`config.mk`:
```
export PLATFORM = sky130hd
export DESIGN_NAME = nbit_4to1_rr_mux
export DESIGN_NICKNAME = d
export VERILOG_FILES = /design/src/rtl/nbit_mux_pkg.sv /design/src/rtl/nbit_4to1_rr_mux_rr_arb_4.sv /design/src/rtl/nbit_4to1_rr_mux.sv
export SDC_FILE = /design/constraint.sdc
export NUM_CORES = 1
export LEC_CHECK = 0
export ABC_AREA = 1
export BUFFER_PORTS_ARGS = -buffer_cell sky130_fd_sc_hd__buf_2
export CAP_MARGIN = 20
export CELL_PAD_IN_SITES_DETAIL_PLACEMENT = 2
export CELL_PAD_IN_SITES_GLOBAL_PLACEMENT = 2
export CORE_MARGIN = 4
export CORE_UTILIZATION = 20
export DETAILED_ROUTE_END_ITERATION = 8
export PLACE_DENSITY = 0.79
export SYNTH_ARGS = -nofsm -noshare
export SYNTH_HDL_FRONTEND = slang
export SYNTH_HIERARCHICAL = 1
export SYNTH_SLANG_ARGS = --single-unit
```
`constraint.sdc`:
```
create_clock -name clk -period 2.28 [get_ports clk]
set_clock_uncertainty 0.05 [all_clocks]
set_input_delay 0.342 -clock clk [delete_from_list [all_inputs] [get_ports clk]]
set_output_delay 0.342 -clock clk [all_outputs]
set_load 0.005 [all_outputs]
```
`src/rtl/nbit_mux_pkg.sv`:
```
`default_nettype none
// +------------------------------------------------------------------------+
// | Package : nbit_mux_pkg                                                 |
// | Shared types and constants for the 4-to-1 round-robin stream mux.     |
// | Revision: 1.0 - initial release                                        |
// +------------------------------------------------------------------------+
package nbit_mux_pkg;

    localparam int NUM_CH = 4;

    typedef logic [1:0] ch_sel_t;

    localparam ch_sel_t RST_LAST_GRANT = 2'd3;

    typedef enum logic [0:0] {
        SLOT_EMPTY = 1'b0,
        SLOT_FULL  = 1'b1
    } slot_state_t;

endpackage
`default_nettype wire

```
`src/rtl/nbit_4to1_rr_mux_rr_arb_4.sv`:
```
`default_nettype none
// +------------------------------------------------------------------------+
// | Module  : rr_arb_4                                                     |
// | Combinational 4-way arbiter; RR_ARB_EN selects round-robin, otherwise |
// | fixed priority 0 > 1 > 2 > 3.                                          |
// | Revision: 1.0 - initial release                                        |
// +------------------------------------------------------------------------+
module rr_arb_4
    import nbit_mux_pkg::*;
(
    input  logic [NUM_CH-1:0] req,
    input  ch_sel_t           last_grant,
    input  logic              enable,
    output logic [NUM_CH-1:0] gnt,
    output ch_sel_t           gnt_idx
);

    ch_sel_t idx;
    logic    found;

`ifndef RR_ARB_EN
    // Fixed priority never consults the pointer.
    logic w_unused_last_grant;
    assign w_unused_last_grant = ^last_grant;
`endif

    always_comb begin
        gnt     = '0;
        gnt_idx = '0;
        found   = 1'b0;
        idx     = '0;
        for (int k = 0; k < NUM_CH; k++) begin
`ifdef RR_ARB_EN
            idx = last_grant + ch_sel_t'(k + 1);
`else
            idx = ch_sel_t'(k);
`endif
            if (enable && !found && req[idx]) begin
                found       = 1'b1;
                gnt[idx]    = 1'b1;
                gnt_idx     = idx;
            end
        end
    end

endmodule
`default_nettype wire

```
`src/rtl/nbit_4to1_rr_mux.sv`:
```
`default_nettype none
// +------------------------------------------------------------------------+
// | Module  : nbit_4to1_rr_mux                                             |
// | Merges four valid/ready streams into one registered, channel-tagged   |
// | stream. Macro RR_ARB_EN enables round-robin arbitration.               |
// | Revision: 1.0 - initial release                                        |
// +------------------------------------------------------------------------+
module nbit_4to1_rr_mux
    import nbit_mux_pkg::*;
#(
    parameter int DATA_WIDTH = 2
) (
    input  logic                  clk,
    input  logic                  rst,
    input  logic [NUM_CH-1:0]     in_valid,
    output logic [NUM_CH-1:0]     in_ready,
    input  logic [DATA_WIDTH-1:0] din0,
    input  logic [DATA_WIDTH-1:0] din1,
    input  logic [DATA_WIDTH-1:0] din2,
    input  logic [DATA_WIDTH-1:0] din3,
    output logic                  out_valid,
    input  logic                  out_ready,
    output logic [DATA_WIDTH-1:0] dout,
    output logic [1:0]            sel_out
);

    slot_state_t           state_q, state_d;
    logic [DATA_WIDTH-1:0] dout_q, dout_d;
    ch_sel_t               sel_q, sel_d;
    ch_sel_t               last_grant_q, last_grant_d;

    logic [NUM_CH-1:0]     gnt;
    ch_sel_t               gnt_idx;
    logic                  slot_free;
    logic                  grant_en;
    logic [DATA_WIDTH-1:0] din_sel;

    // The slot may accept a new beat in the same cycle the held one drains.
    assign slot_free = (state_q == SLOT_EMPTY) || out_ready;
    assign grant_en  = slot_free && !rst;

    rr_arb_4 u_arb (
        .req        (in_valid),
        .last_grant (last_grant_q),
        .enable     (grant_en),
        .gnt        (gnt),
        .gnt_idx    (gnt_idx)
    );

    assign in_ready = gnt;

    always_comb begin
        case (gnt_idx)
            2'd0:    din_sel = din0;
            2'd1:    din_sel = din1;
            2'd2:    din_sel = din2;
            default: din_sel = din3;
        endcase
    end

    always_comb begin
        state_d      = state_q;
        dout_d       = dout_q;
        sel_d        = sel_q;
        last_grant_d = last_grant_q;
        if (|gnt) begin
            state_d      = SLOT_FULL;
            dout_d       = din_sel;
            sel_d        = gnt_idx;
            last_grant_d = gnt_idx;
        end else if ((state_q == SLOT_FULL) && out_ready) begin
            state_d = SLOT_EMPTY;
        end
    end

    always_ff @(posedge clk) begin
        if (rst) begin
            state_q      <= SLOT_EMPTY;
            dout_q       <= '0;
            sel_q        <= '0;
            last_grant_q <= RST_LAST_GRANT;
        end else begin
            state_q      <= state_d;
            dout_q       <= dout_d;
            sel_q        <= sel_d;
            last_grant_q <= last_grant_d;
        end
    end

    assign out_valid = (state_q == SLOT_FULL);
    assign dout      = dout_q;
    assign sel_out   = sel_q;

endmodule
`default_nettype wire

```
# [Yosys cells after proc, flatten, opt, wreduce, memory -nomap -nowiden]
# Cells that the tools add are included.
[op_classes] eq_ne=2 n_mux=12 bitwise=1 n_reduce_logical=17
[ops] operator="$logic_and A1 B1 Y1" count=9
[ops] operator="$mux W1" count=9
[ops] operator="$pmux W2 S3" count=1
[ops] operator="$logic_not A1 Y1" count=4
[ops] operator="$mux W2" count=2
[ops] operator="$reduce_or A4 Y1" count=1
[ops] operator="$eq A2 B1 Y1 const B" count=1
[ops] operator="$eq A2 B2 Y1 const B" count=1
[ops] operator="$logic_not A2 Y1" count=1
[ops] operator="$reduce_bool A2 Y1" count=1
[ops] operator="$logic_or A1 B1 Y1" count=1
[ops] operator="$not A1 Y1" count=1
[word_totals] register_bits=5 wordCells=35

# [Logic depth before layout (Yosys ltp)]
[logic_depth] ltp_word=19 ltp_mapped=13 mapped_depth_nobuf=13

# [Cells and area by module]
# Netlist, hierarchy kept.
[by_module_without_submodules] module="nbit_4to1_rr_mux" n_inst=1 cells_each=48 area_each_um2=325.3 seq_area_each_um2=140.1
[by_module_without_submodules] module="rr_arb_4" n_inst=1 cells_each=15 area_each_um2=66.3 seq_area_each_um2=0.0

# [Worst setup path after synthesis]
# No wires, ideal clock.
[synth_timing] path_kind="register to register" startpoint="reg state_q, in the netlist out_valid" endpoint="reg dout_q[0], in the netlist dout[0]" setup_time_ns=0.117 t_arrival_ns=1.265 path_slack_ns=0.848 stages_incl_launch_ff=13 n_path_buf=0 cell_sequence="dfxtp_1 inv_1 nor2_1 nor2_1 inv_1 nor2_2 nand2_1 nor2_1 nor2_2 nand2_2 nand2_1 nor2_1 nor2_1"
[synth_via] word_cells_on_any_way=27 cone_classes="eq/ne: 2; mux: 10; bitwise: 1; reduce/logical: 14"
[synth_rtl] element="from (decl)" line="nbit_4to1_rr_mux.sv:27" rtl="slot_state_t state_q, state_d;"
[synth_rtl] element="from (signal assigned)" line="nbit_4to1_rr_mux.sv:83" rtl="state_q <= state_d;"
[synth_rtl] element="$not A1 Y1 *" line="nbit_4to1_rr_mux.sv:39" rtl="assign slot_free = (state_q == SLOT_EMPTY) || out_ready;"
[synth_rtl] element="$logic_or A1 B1 Y1 *" line="nbit_4to1_rr_mux.sv:39"
[synth_rtl] element="$logic_and A1 B1 Y1 *" line="nbit_4to1_rr_mux.sv:40" rtl="assign grant_en = slot_free && !rst;"
[synth_rtl] element="named net grant_en" line="nbit_4to1_rr_mux.sv:35" rtl="logic grant_en;"
[synth_rtl] element="$logic_and A1 B1 Y1" line="nbit_4to1_rr_mux_rr_arb_4.sv:38" rtl="if (enable && !found && req[idx]) begin"
[synth_rtl] element="$mux W1" line="nbit_4to1_rr_mux_rr_arb_4.sv:38"
[synth_rtl] element="$logic_not A1 Y1" line="nbit_4to1_rr_mux_rr_arb_4.sv:38"
[synth_rtl] element="$logic_and A1 B1 Y1 (2 in series)" line="nbit_4to1_rr_mux_rr_arb_4.sv:38"
[synth_rtl] element="$mux W1" line="nbit_4to1_rr_mux_rr_arb_4.sv:38"
[synth_rtl] element="$logic_not A1 Y1" line="nbit_4to1_rr_mux_rr_arb_4.sv:38"
[synth_rtl] element="$logic_and A1 B1 Y1 * (2 in series)" line="nbit_4to1_rr_mux_rr_arb_4.sv:38"
[synth_rtl] element="$mux W1 *" line="nbit_4to1_rr_mux_rr_arb_4.sv:38"
[synth_rtl] element="named net in_ready[2]" line="nbit_4to1_rr_mux.sv:16" rtl="output logic [NUM_CH-1:0] in_ready,"
[synth_rtl] element="$reduce_or A4 Y1 *" line="nbit_4to1_rr_mux.sv:66" rtl="if (|gnt) begin"
[synth_rtl] element="to (signal assigned)" line="nbit_4to1_rr_mux.sv:84" rtl="dout_q <= dout_d;"
[synth_rtl] element="to (decl)" line="nbit_4to1_rr_mux.sv:28" rtl="logic [DATA_WIDTH-1:0] dout_q, dout_d;"
# The timed path passes the listed nets; every way through them passes the cells marked *.
# A chain may end at the register's enable or synchronous reset.

# [Worst setup path after layout]
[layout_timing] startpoint="reg state_q, in the netlist out_valid" endpoint="out in_ready[2]"
[layout_via] elab_chain_cells=13
[layout_lines] element="$not A1 Y1 *" line="nbit_4to1_rr_mux.sv:39"
[layout_lines] element="$logic_or A1 B1 Y1 *" line="nbit_4to1_rr_mux.sv:39"
[layout_lines] element="$logic_and A1 B1 Y1 *" line="nbit_4to1_rr_mux.sv:40"
[layout_lines] element="named net grant_en" line="nbit_4to1_rr_mux.sv:35"
[layout_lines] element="$logic_and A1 B1 Y1" line="nbit_4to1_rr_mux_rr_arb_4.sv:38"
[layout_lines] element="$mux W1" line="nbit_4to1_rr_mux_rr_arb_4.sv:38"
[layout_lines] element="$logic_not A1 Y1" line="nbit_4to1_rr_mux_rr_arb_4.sv:38"
[layout_lines] element="$logic_and A1 B1 Y1 (2 in series)" line="nbit_4to1_rr_mux_rr_arb_4.sv:38"
[layout_lines] element="$mux W1" line="nbit_4to1_rr_mux_rr_arb_4.sv:38"
[layout_lines] element="$logic_not A1 Y1" line="nbit_4to1_rr_mux_rr_arb_4.sv:38"
[layout_lines] element="$logic_and A1 B1 Y1 * (2 in series)" line="nbit_4to1_rr_mux_rr_arb_4.sv:38"
[layout_lines] element="$mux W1 *" line="nbit_4to1_rr_mux_rr_arb_4.sv:38"
[layout_lines] element="to (decl)" line="nbit_4to1_rr_mux.sv:16"
# Marked as above.

==> results.py <==
metrics = {
    "routing": {
        "first_pass_iters": 4,
        "drt_iter0_drc": 4,
        "wl_per_cell_um": 10.7,
        "vias_per_cell": 4.41,
        "drc": 0,
        "vias": 441,
        "postRouteAntennaNets": 0,
        "finalWirelength_um": 1070,
    },
    "hold_path": {
        "hp-class": "input port to flop",
    },
    "outcome": {
        "status": "complete, no violations",
    },
    "synth": {
        "synthCells": 57,
        "syn_area_per_cell_um2": 5.82,
        "synth_area_um2": 332,
        "synth-warning-count": 6,
        "syn-num-nets": 72,
    },
    "clocking": {
        "clock-sinks": 5,
        "cts_made_buffers": 3,
        "clk_latency_ns": 0.24,
        "holdBufCountCts": 0,
        "cts_tree": "done",
        "clock_tree.root_cell": "clkbuf_4",
        "path_clk_slew_ns": 0.04,
        "cts_max_path_buffers": 2,
        "cts_setup_buffers": 0,
        "cts-resized-gates": 0,
        "h-tree-depth": 1,
    },
    "global_routing": {
        "grt_pass1_wl_um": 1810,
        "grt_pass1_vias": 437,
        "overflow": 0,
        "grt_max_degree": 8,
        "grt_usage_pct": 9.60,
        "antenna_found_initial": 0,
    },
    "cells_and_area": {
        "area_delta_synth_final_pct": 48.7,
        "layout.nets": 100,
        "utilization_pct": 32.0,
        "drive_gt1_share_pct": 36.9,
        "n_antenna_cell": 0,
    },
    "job": {
        "cap_violations": 0,
    },
    "pwr": {
        "switching_power_uw": 73.4,
        "p_int_uw": 187,
        "swShare_pct": 28.2,
        "p_leak_uw": 0.000302,
        "p_seq_share_pct": 37.2,
        "ir_worst_vdd_mv": 0.303,
        "clkPwrFrac_pct": 39.6,
        "p_per_area_nw_per_um2": 528,
        "combPwrFrac_pct": 23.2,
    },
    "timing": {
        "maxSlewViolCount": 0,
        "finalHoldViolations": 0,
        "setup-violations-final": 0,
        "setup_tns_ns": 0,
        "fin_crit_sh_pct": 76.7,
        "maxSlewHeadroom_pct": 85.8,
        "tightest_slew_ns": 0.213,
        "fin_crit_ns": 1.75,
        "fmax_mhz": 572,
        "rsz0062_at_grt": "no",
    },
    "floorplanning": {
        "ios": 24,
        "die_x_um": 48.7,
        "die_area_um2": 2370,
        "core_um2": 1540,
        "rows": 14,
        "start_util_pct": 21.5,
        "die_y_um": 48.7,
    },
    "setup_path": {
        "worstPathArrival_ns": 1.36,
        "cp_max_fo": 3,
        "cp-start-kind": "flop",
        "path_class": "flop to output pin",
        "endpoint_kind": "output pin",
        "worstPathRequired_ns": 1.89,
    },
    "placed_design": {
        "dpl.hpwl_um": 930,
        "gp_congestion": 0.647,
        "port-buffer-count": 23,
    },
}
## cell type report
| type | instances | area [um^2] |
|---|---|---|
| multi-input cells | 39 | 183 |
| repair buffers | 23 | 115 |
| clock buffers | 4 | 26.3 |
| fillers | 219 | 1050 |
| inverters | 13 | 48.8 |
| flip-flops and latches | 5 | 100 |
| well taps | 16 | 20.0 |
## routing by layer
layer / vias up / routed length [um] / share of wire (%) / GRT usage (%)
met5: - / 0 / 0 / 0
met4: 0 / 0 / 0 / 2.69
met3: 0 / 84 / 7.9 / 4.60
met2: 15 / 541 / 51 / 16.7
met1: 196 / 440 / 41 / 10.1
li1: 230 / - / - / -
## power groups by stage
stage / Sequential, uW / Combinational, uW / Clock (uW)
6_report: 96.7 / 60.4 / 103
5_1_grt: 97.3 / 70.5 / 115
2_1_floorplan: 99.1 / 31.3 / 0
3_5_place_dp: 98.1 / 62.0 / 0
4_1_cts: 96.9 / 62.8 / 105
3_3_place_gp: 98.0 / 59.9 / 0
## sequential cells by signal, indices dropped and copies added, names as in the netlist
name / flops
dout: 2
out_valid: 1
sel_out: 2
## stage by stage
stage               hold WS, ns  area [um^2]  cells  power [uW]  setup slack, ns
floorplan                 0.361          332     57         130            0.865
global placement          0.424          467     96         158            0.604
detailed placement        0.424          467     96         160            0.514
CTS                       0.264          493    100         265            0.495
global route              0.261          493    100         283            0.384
finish                    0.265          493    100         260            0.532
## critical path: stages, from the launching register on
cell     delay [ns]
dfxtp_1        0.30
inv_1          0.04
nor2_1         0.05
nor2_1         0.12
inv_1          0.07
nor2_2         0.13
nand2_1        0.10
nor2_1         0.16
buf_2          0.14
## path summary, 6_finish.rpt
kind | end | slack, ns | startpoint | cells after the start
max reg2reg | dout[0] | 0.66 | out_valid | 12
min | sel_out[0] | 0.26 | rst | 2
min reg2reg | sel_out[0] | 0.43 | sel_out[0] | 2
max | in_ready[2] | 0.53 | out_valid | 8
## cells in the final DEF (no fill, tap or decap)
cell and count:
nand3_1 10, nor2_1 7, dfxtp_1 5, nand2_2 1
clkbuf_4 3, inv_1 13, nor2_2 3, nand4_1 1
o21ai_0 3, a21oi_1 2, clkbuf_1 1, buf_2 23
nand2_1 11, a21oi_2 1
No activity file was read; power rests on OpenSTA's default activity.
